**src/rtl/exception_cp0_if.sv**
```systemverilog
// Signal bundle between the pipeline (exception detector, decode, PC mux) and
// the CP0 exception state holder.
interface exception_cp0_if;
  logic        exc_valid;
  logic        exc_cause;
  logic [31:0] exc_epc;
  logic        eret;
  logic [1:0]  rd_sel;
  logic [31:0] rd_data;
  logic        pc_redirect;
  logic [31:0] pc_target;
  logic [31:0] epc_q;
  logic        status_exl;
  logic [1:0]  dbg_state;

  // Handshake: exc_valid and eret are level requests sampled on every rising edge.
  // Neither has a ready; a request that arrives in a state that cannot take it is
  // dropped, and the requester re-raises it if it still applies.
  // pc_redirect is a one-cycle pulse with pc_target valid only while it is high.
  modport master (
    output exc_valid, exc_cause, exc_epc, eret, rd_sel,
    input  rd_data, pc_redirect, pc_target, epc_q, status_exl, dbg_state
  );
  modport slave (
    input  exc_valid, exc_cause, exc_epc, eret, rd_sel,
    output rd_data, pc_redirect, pc_target, epc_q, status_exl, dbg_state
  );
endinterface

```
**src/rtl/exception_cp0.sv**
```systemverilog
// CP0 exception state: latches EPC/Cause/Status, pulses a PC redirect to the
// handler and back on ERET. Optional exception counter enabled by EXC_COUNT_EN.
module exception_cp0 #(
  parameter logic [31:0] HANDLER_ADDR = 32'h0000_0180,
  parameter logic [4:0]  EXC_OV       = 5'd12,
  parameter logic [4:0]  EXC_RI       = 5'd10
) (
  input  logic           clk,
  input  logic           rst_n,
  exception_cp0_if.slave bus
);

  typedef enum logic [1:0] {
    S_IDLE     = 2'd0,
    S_REDIRECT = 2'd1,
    S_HANDLER  = 2'd2,
    S_RETURN   = 2'd3
  } state_t;

  state_t      r_state;
  state_t      w_next;
  logic        w_accept;
  logic [31:0] r_epc;
  logic [4:0]  r_exc_code;
  logic        r_exl;
  logic [31:0] w_count_rd;

  always_ff @(posedge clk or negedge rst_n) begin
    if (!rst_n) r_state <= S_IDLE;
    else        r_state <= w_next;
  end

  // EXL masks new exceptions, so only IDLE can accept one.
  always_comb begin
    w_next   = r_state;
    w_accept = 1'b0;
    case (r_state)
      S_IDLE: begin
        if (bus.exc_valid) begin
          w_accept = 1'b1;
          w_next   = S_REDIRECT;
        end
      end
      S_REDIRECT: w_next = S_HANDLER;
      S_HANDLER:  if (bus.eret) w_next = S_RETURN;
      S_RETURN:   w_next = S_IDLE;
      default:    w_next = S_IDLE;
    endcase
  end

  always_ff @(posedge clk or negedge rst_n) begin
    if (!rst_n) begin
      r_epc      <= 32'h0;
      r_exc_code <= 5'd0;
      r_exl      <= 1'b0;
    end else if (w_accept) begin
      r_epc      <= bus.exc_epc;
      r_exc_code <= bus.exc_cause ? EXC_OV : EXC_RI;
      r_exl      <= 1'b1;
    end else if (r_state == S_RETURN) begin
      r_exl      <= 1'b0;
    end
  end

`ifdef EXC_COUNT_EN
  logic [15:0] r_count;

  always_ff @(posedge clk or negedge rst_n) begin
    if (!rst_n)                           r_count <= 16'h0;
    else if (w_accept && r_count != 16'hFFFF) r_count <= r_count + 16'd1;
  end

  assign w_count_rd = {16'h0, r_count};
`else
  assign w_count_rd = 32'h0;
`endif

  // Moore outputs: the redirect pulse is purely a function of state, so an
  // asynchronous reset cuts it immediately.
  always_comb begin
    bus.pc_redirect = 1'b0;
    bus.pc_target   = 32'h0;
    case (r_state)
      S_REDIRECT: begin
        bus.pc_redirect = 1'b1;
        bus.pc_target   = HANDLER_ADDR;
      end
      S_RETURN: begin
        bus.pc_redirect = 1'b1;
        bus.pc_target   = r_epc;
      end
      default: ;
    endcase
  end

  always_comb begin
    bus.rd_data = 32'h0;
    case (bus.rd_sel)
      2'd0: bus.rd_data = r_epc;
      2'd1: bus.rd_data = {25'h0, r_exc_code, 2'b00};
      2'd2: bus.rd_data = {31'h0, r_exl};
      2'd3: bus.rd_data = w_count_rd;
      default: bus.rd_data = 32'h0;
    endcase
  end

  assign bus.epc_q      = r_epc;
  assign bus.status_exl = r_exl;
  assign bus.dbg_state  = r_state;

endmodule

```
**src/flat_wrapper.sv**
```systemverilog
// flat-port wrapper written by rule: the top's interface ports become plain ports
module exception_cp0_flat 
#(
  parameter logic [31:0] HANDLER_ADDR = 32'h0000_0180,
  parameter logic [4:0]  EXC_OV       = 5'd12,
  parameter logic [4:0]  EXC_RI       = 5'd10
)
  (clk, rst_n, bus_exc_valid, bus_exc_cause, bus_exc_epc, bus_eret, bus_rd_sel, bus_rd_data, bus_pc_redirect, bus_pc_target, bus_epc_q, bus_status_exl, bus_dbg_state);
  exception_cp0_if bus_i ();
  input  logic clk;
  input  logic rst_n;
  input wire logic [$bits(bus_i.exc_valid)-1:0] bus_exc_valid;
  input wire logic [$bits(bus_i.exc_cause)-1:0] bus_exc_cause;
  input wire logic [$bits(bus_i.exc_epc)-1:0] bus_exc_epc;
  input wire logic [$bits(bus_i.eret)-1:0] bus_eret;
  input wire logic [$bits(bus_i.rd_sel)-1:0] bus_rd_sel;
  output wire logic [$bits(bus_i.rd_data)-1:0] bus_rd_data;
  output wire logic [$bits(bus_i.pc_redirect)-1:0] bus_pc_redirect;
  output wire logic [$bits(bus_i.pc_target)-1:0] bus_pc_target;
  output wire logic [$bits(bus_i.epc_q)-1:0] bus_epc_q;
  output wire logic [$bits(bus_i.status_exl)-1:0] bus_status_exl;
  output wire logic [$bits(bus_i.dbg_state)-1:0] bus_dbg_state;
  assign bus_i.exc_valid = bus_exc_valid;
  assign bus_i.exc_cause = bus_exc_cause;
  assign bus_i.exc_epc = bus_exc_epc;
  assign bus_i.eret = bus_eret;
  assign bus_i.rd_sel = bus_rd_sel;
  assign bus_rd_data = bus_i.rd_data;
  assign bus_pc_redirect = bus_i.pc_redirect;
  assign bus_pc_target = bus_i.pc_target;
  assign bus_epc_q = bus_i.epc_q;
  assign bus_status_exl = bus_i.status_exl;
  assign bus_dbg_state = bus_i.dbg_state;
  exception_cp0 #(.HANDLER_ADDR(HANDLER_ADDR), .EXC_OV(EXC_OV), .EXC_RI(EXC_RI)) u_core (.clk(clk), .rst_n(rst_n), .bus(bus_i));
endmodule
```
**config.mk**
```make
export PLATFORM = sky130hd
export DESIGN_NAME = exception_cp0_flat
export DESIGN_NICKNAME = d
export VERILOG_FILES = /design/src/rtl/exception_cp0_if.sv /design/src/rtl/exception_cp0.sv /design/src/flat_wrapper.sv
export SDC_FILE = /design/constraint.sdc
export NUM_CORES = 1
export LEC_CHECK = 0
export ABC_AREA = 0
export BUFFER_PORTS_ARGS = -buffer_cell sky130_fd_sc_hd__buf_2
export CORE_UTILIZATION = 44
export CTS_CLUSTER_DIAMETER = 40
export DETAILED_ROUTE_END_ITERATION = 8
export PLACE_DENSITY = 0.85
export REMOVE_ABC_BUFFERS = 1
export SLEW_MARGIN = 20
export SYNTH_ARGS = -nofsm -noshare
export SYNTH_HDL_FRONTEND = slang
export SYNTH_SLANG_ARGS = --single-unit
```
**constraint.sdc**
```tcl
create_clock -name clk -period 3.5 [get_ports clk]
set_clock_uncertainty 0.15 [all_clocks]
set_input_delay 0.7 -clock clk [delete_from_list [all_inputs] [get_ports clk]]
set_output_delay 0.7 -clock clk [all_outputs]
set_load 0.01 [all_outputs]
```
# Word level (Yosys, flattened, before mapping)
# Cells that the tools add are included.
[totals]
reg_bits = 40
in_bits = 39
output_inout_bits = 100
[op_classes]
eq_ne = 8
n_mux = 11
reduce_logical = 5
[ops]
columns = ["cell", "count"]
rows = [
  ["32-bit case mux with 4 select lines", 1],
  ["32-bit case mux with 2 select lines", 1],
  ["2-bit == test (second input constant)", 4],
  ["2-bit case mux with 4 select lines", 1],
  ["1-bit 2-to-1 mux", 5],
  ["2-bit by 1-bit == test with 1-bit output (second input constant)", 2],
  ["2-bit zero test", 2],
  ["2-bit 2-to-1 mux", 2],
  ["2-bit inequality test (second input constant)", 2],
  ["3-bit 2-to-1 mux", 1],
  ["2-bit AND reduction", 1],
  ["2-bit nonzero test", 1],
  ["2-bit OR reduction", 1],
]

# Longest topological paths before layout
# Gate-level depths: netlist of the first run.
[depth]
depth_word = 3
ltp_mapped = 5
depth_no_buf = 4

# Worst setup path before layout of the first run
# OpenSTA, ideal clock, no wires.
[synth_timing]
path_type = "in2out"
startpoint = "input port bus_rd_sel[0]"
endpoint = "output port bus_rd_data[11]"
arrival_time_ns = 1.382
t_required_ns = 2.650
path_slack_ns = 1.268
path_stages = 4
n_path_buf = 2
cell_sequence = "buf_2 nor2_4 clkbuf_1 and2_1"
[synth_via]
elab_chain_cells = 2
elab_cells_between_ends = 5
[synth_lines]
columns = ["item", "line", "text"]
rows = [
  ["from (decl)", "flat_wrapper.sv:16", "input wire logic [$bits(bus_i.rd_sel)-1:0] bus_rd_sel;"],
  ["2-bit == test (tied with other cells)", "exception_cp0.sv:98", "case (bus.rd_sel)"],
  ["32-bit case mux with 4 select lines *", "exception_cp0.sv:98", ""],
  ["to (decl)", "flat_wrapper.sv:17", "output wire logic [$bits(bus_i.rd_data)-1:0] bus_rd_data;"],
]
# Mark *: on every way between the ends. The rest lies on a longest branch, timed or not.

# Worst setup path after layout of the first run
[layout_timing]
startpoint = "register u_core.r_state[0] (netlist: u_core.bus.dbg_state[0])"
endpoint = "output port bus_pc_target[28]"
[layout_via]
elab_chain_cells = 2
elab_cells_between_ends = 3
[layout_lines]
columns = ["item", "line", "text"]
rows = [
  ["from (decl)", "exception_cp0.sv:20", "state_t r_state;"],
  ["from (signal assigned)", "exception_cp0.sv:30", "else r_state <= w_next;"],
  ["2-bit == test / 2-bit by 1-bit == test with 1-bit output (equally long branches)", "exception_cp0.sv:83", "case (r_state)"],
  ["32-bit case mux with 2 select lines *", "exception_cp0.sv:83", ""],
  ["to (decl)", "flat_wrapper.sv:19", "output wire logic [$bits(bus_i.pc_target)-1:0] bus_pc_target;"],
]
# Marks and branches as above.

==> results of run 1 <==
==> flip-flops by register name, indices dropped and copies added, names as in the netlist <==
name and count:
u_core.bus.dbg_state 2, u_core.bus.status_exl 1, u_core.bus.epc_q 32, u_core.r_exc_code 3
==> final cells by class <==
| type | count | area [um^2] |
|---|---|---|
| timing repair buffer | 138 | 690.7 |
| tap | 52 | 65.06 |
| multi-input combinational | 115 | 1039 |
| inverter | 5 | 18.77 |
| sequential | 38 | 950.9 |
| fill | 381 | 1604 |
| clock buffer | 7 | 76.32 |
==> placed cells by master, fill, tap and decap left out <==
cell and n:
o22a_1 1, clkbuf_8 5, a21oi_1 1, dfrtp_1 38, mux2_2 6, nand2b_1 1
a22oi_1 1, ha_1 4, and2_1 58, nor2_4 1, nand2_4 1, mux2i_1 4
clkbuf_1 2, a31oi_1 1, mux2_4 28, inv_1 5, nor2_1 4, a21o_1 2
o21ai_0 1, or2_2 1, buf_2 138
==> worst max-delay path by stage <==
stage,endpoint,depth (start not counted),slack [ps]
after floorplan,bus_pc_redirect,2,1430
after global placement,bus_rd_data[31],4,1070
after detailed placement,bus_pc_target[0],3,1000
after CTS,bus_pc_target[28],3,680
after global routing,bus_pc_target[28],3,570
final,bus_pc_target[28],3,750
==> stage by stage <==
step | power (W) | setup slack, ps | hold WS, ps | instance area, um^2
final | 0.002476 | 751.2 | 326.6 | 2840
after global routing | 0.002660 | 568.7 | 374.4 | 2840
after CTS | 0.002512 | 681.2 | 325.8 | 2840
after detailed placement | 0.002226 | 997.2 | 306.6 | 2764
after global placement | 0.002179 | 1067 | 305.0 | 2764
after floorplan | 0.001678 | 1426 | 254.4 | 2008
==> kinds of logic (layout without fill, tap and decap cells) <==
logic type	Yosys count	after routing	share of synthesized area [%]
AOI/OAI and AO/OA	7	7	2.301
adders and majority gates	4	4	2.423
buffers and inverters	14	150	3.695
and+or+nand+nor	66	66	19.99
DFF	38	38	46.03
muxes	38	38	25.56
==> routing by layer <==
metal / GRT usage, % / share of wire, % / up-vias
met5: 0 / 0 / -
met4: 5.669 / 0.35 / 0
met3: 5.051 / 7.5 / 2
met2: 33.33 / 52 / 78
met1: 21.95 / 41 / 785
li1: - / - / 810
==> power by group through the flow <==
stage	clock network (W)	registers (W)	logic, W
floorplan	0	0.000931	0.000747
global placement	0	0.000857	0.00132
detailed placement	0	0.000871	0.00135
CTS	0.000285	0.000869	0.00136
global route	0.000307	0.000905	0.00145
finish	0.000271	0.000866	0.00134
==> flow_summary.ini, run 1 <==
[worst_setup_path]
rr_worst_depth = 4
rrSetupSlack_ps = 1540
required_ps = 2650
worst_path_largest_cell_delay_ps = 830
arrival_ps = 1900
worstPathCellList = ha_1 -> and2_1 -> buf_2
cp-end-kind = primary output
crit_start = u_core.bus.dbg_state[0]
start_kind = flop
crit_fanout = 34
slowest_stage = ha_1
r2r-start = u_core.bus.dbg_state[0]
critPathTopFamily = adder cells
critPathBufInv = 1
path_class = reg -> out
worstReg2RegEnd = u_core.bus.epc_q[13]

[min_path]
min_path_type = reg -> reg
holdPathStages = 1
hp-start = u_core.r_exc_code[3]
hold_end = u_core.r_exc_code[3]

[sta]
worst_slew_pin_slew_ps = 981.2
period_needed_ps = 2749
clock.fmax_mhz = 363.8
period_share_pct = 78.54
max_slew_margin_pct = 34.59
finalSetupViolCount = 0
drv_slew = 0
rsz0062_at_grt = false
tns_ps = 0
final_hold_viol_count = 0

[power]
power_density_mw_per_mm2 = 871.8
swShare_pct = 38.03
p_int_w = 0.001535
p_seq_share_pct = 35.0
p_leak_nw = 1.693
power.net_switching_w = 0.0009417
pwr-share-clk_pct = 11.0
ir_worst_vdd_uv = 485.5
pwr-share-comb_pct = 54.1

[clocking]
numCtsBuffers = 5
cts.repair.resized = 0
cts_tree = yes
root_buffer = clkbuf_8
cts.path.max_buffers = 2
htreeDepth = 2
holdBufCountCts = 0
clk_latency_ps = 280
path_clk_slew_ps = 70
cts_sinks = 38
cts_setup_buffers = 0

[detailed_routing]
wirelength_mm = 4.592
dr_total_vias = 1675
ant_nets = 0
first_pass_iters = 5
viasPerCell = 4.718
wire_per_inst_um = 12.94
remaining_drc_errors = 21
drt_iter0_markers = 94

[grt]
grtUsageTotal_pct = 18.70
grt_max_degree = 39
grt_pass1_vias = 1478
grt_remaining_overflow = 0
antenna_found_initial = 0
grt_pass1_wl_mm = 7.210

[synthesis]
synth-seq-cells = 38
synthTopCellsByCount = 58 x and2_1, 38 x dfrtp_1, 28 x mux2_4, 6 x mux2_2
synthCells = 167
avgSynthCellArea_um2 = 12.37
synth_flop_cell = dfrtp_1
yosysSeqAreaShare_pct = 46.03
synth_edf_count = 0
yosys-top-cells-area = dfrtp_1 46%, mux2_4 20%, and2_1 18%
yosys.area.top_type = dfrtp_1
synth_top_area_share_pct = 46.03
synthDistinctLibCells = 21
netlist_area_mm2 = 0.002066
synth_most_common_cell = and2_1
yosys_warnings = 0
async_reset_ff_share_pct = 100.0

[place]
gp_congestion = 0.7238
io_buffers = 138
hpwl_mm = 3.281
place_inst = 348

[cells_and_area]
drive_above_1_share_pct = 59.41
diodes = 0
area_delta_synth_final_pct = 37.49
fin_cells = 355
nNetsFinal = 346
fin_util_pct = 63.91

[die]
dieArea_mm2 = 0.004973
core_area_mm2 = 0.004444
fp.dieW_um = 70.52
ios = 139
start_util_pct = 46.48
rows = 24
die_h_um = 70.52

[run]
cap_violations = 0

[status]
status = complete, but fails checks
failed_checks = design-rule violations
Note: power is estimated with default switching activity, not from simulation.
==> inputs of run 2 (changes only) <==
Settings changed: CORE_UTILIZATION 44 to 42, PLACE_DENSITY 0.85 to 0.82.
Clock period 3.5 ns to 2.6 ns, I/O delays scaled along.
==> flow_summary.ini, run 2 (synthesized netlist as in run 1, its figures left out) <==
[min_path]
min_path_type = in -> async

[sta]
period_share_pct = 92.10
fin_ws_ps = 205.3
clock.fmax_mhz = 417.6
hold_slack_ps = 186.7
final_hold_viol_count = 0
period_needed_ps = 2395
tns_ps = 0
rsz0062_at_grt = false
finalSetupViolCount = 0
max_slew_margin_pct = 43.57
worst_slew_pin_slew_ps = 846.4
drv_slew = 0

[grt]
grt_pass1_wl_mm = 7.272
antenna_found_initial = 0
gr-usage-met1_pct = 22.99
grt_pass1_vias = 1432
grt_use_met3_pct = 4.722
grtUsageTotal_pct = 18.09
grt_remaining_overflow = 0
grt_max_degree = 39
grt_use_met2_pct = 30.74
grt.busiest_layer = met2

[cells_and_area]
diodes = 0
area_delta_synth_final_pct = 42.94
final_cell_mix = 138 x buf_2, 58 x and2_1, 38 x dfrtp_1, 28 x mux2_4
fillCellCount = 381
fin_area_mm2 = 0.002953
fin_cells = 373
largest_reg_flops = 32
nNetsFinal = 348
drive_above_1_share_pct = 60.46
final_common_cell = buf_2
regArea_um2 = 950.9
multi_input_area_mm2 = 0.001039

[detailed_routing]
first_pass_iters = 4
viasPerCell = 4.453
wire_per_inst_um = 12.59
wirelength_mm = 4.696
dr_total_vias = 1661
ant_nets = 0
remaining_drc_errors = 0
drt_iter0_markers = 53

[worst_setup_path]
critPathBufInv = 2
worstPathCellList = ha_1 -> buf_4 -> and2_1 -> buf_2
arrival_ps = 1720
start_kind = flop
required_ps = 1930
crit_fanout = 19
critPathTopFamily = adder cells
worst_path_largest_cell_delay_ps = 460
path_class = reg -> out
slowest_stage = ha_1
cp-end-kind = primary output

[clocking]
cts.path.max_buffers = 2
numCtsBuffers = 5
cts_setup_buffers = 0
cts_tree = yes
clk_latency_ps = 280
root_buffer = clkbuf_8
htreeDepth = 2
holdBufCountCts = 0
cts_sinks = 38
cts.repair.resized = 0
path_clk_slew_ps = 70

[die]
dieArea_mm2 = 0.005203
die_h_um = 72.13
ios = 139
core_area_mm2 = 0.004723
fp.dieW_um = 72.13
start_util_pct = 43.74
rows = 25

[place]
place_inst = 365
io_buffers = 138
gp_congestion = 0.7275
place_ws_ps = 454.1
hpwl_mm = 3.428
placed_cell_area_mm2 = 0.002810

[status]
status = finished clean

[power]
power_density_mw_per_mm2 = 1224
p_leak_nw = 1.741
ir_worst_vdd_uv = 662.0

[run]
cap_violations = 0
run 2: cell count changes in the layout (fill, tap and decap cells not counted), sizes merged:
cell	before	now
buf	138	140
clkbuf	7	6
bufinv	0	2
run 2: final timing paths:
check                                        startpoint              endpoint  slack, ps  cells past startpoint
worst max-delay path            u_core.bus.dbg_state[1]     bus_pc_target[26]        210                      4
worst min-delay path                              rst_n  u_core.bus.epc_q[18]        190                      1
worst max register to register  u_core.bus.dbg_state[0]  u_core.bus.epc_q[22]        720                      5
worst min register to register     u_core.r_exc_code[3]  u_core.r_exc_code[3]        330                      1
max in group asynchronous                         rst_n  u_core.bus.epc_q[19]       1580                      1
min in group clk                          bus_exc_cause  u_core.r_exc_code[1]        280                      2
run 2: metrics by stage:
step	util, %	power [W]
2_1_floorplan	-	0.002259
3_3_place_gp	59.50	0.002975
5_1_grt	62.52	0.003870
4_1_cts	62.52	0.003656
6_report	62.52	0.003614
3_5_place_dp	59.50	0.003028
run 2: worst reg2reg max path, stage by stage, from the launching register on:
cell and delay [ps]:
dfrtp_1 410, inv_1 80, ha_1 280, nand2_4 280, buf_12 250, mux2_4 330
run 2: where the power goes:
part           switching, W  total (W)  internal, W  leakage, nW
Clock              0.000204   0.000613     0.000409       0.0714
Combinational      0.000823    0.00183      0.00101         1.22
Sequential         0.000276    0.00117     0.000892        0.445
Total               0.00130    0.00361      0.00231         1.74
run 2: area by class of cell:
class	instances	area share, %
multi-input combinational	115	35.17
sequential	38	32.20
timing repair buffer	140	24.32
tap	67	2.839
clock buffer	6	2.797
clock inverter	2	2.034
inverter	5	0.6356
run 2: routing by layer:
metal	up-vias	routed length (um)
met4	0	42
li1	818	-
met1	757	2111
met5	-	0
met3	5	298
met2	81	2243
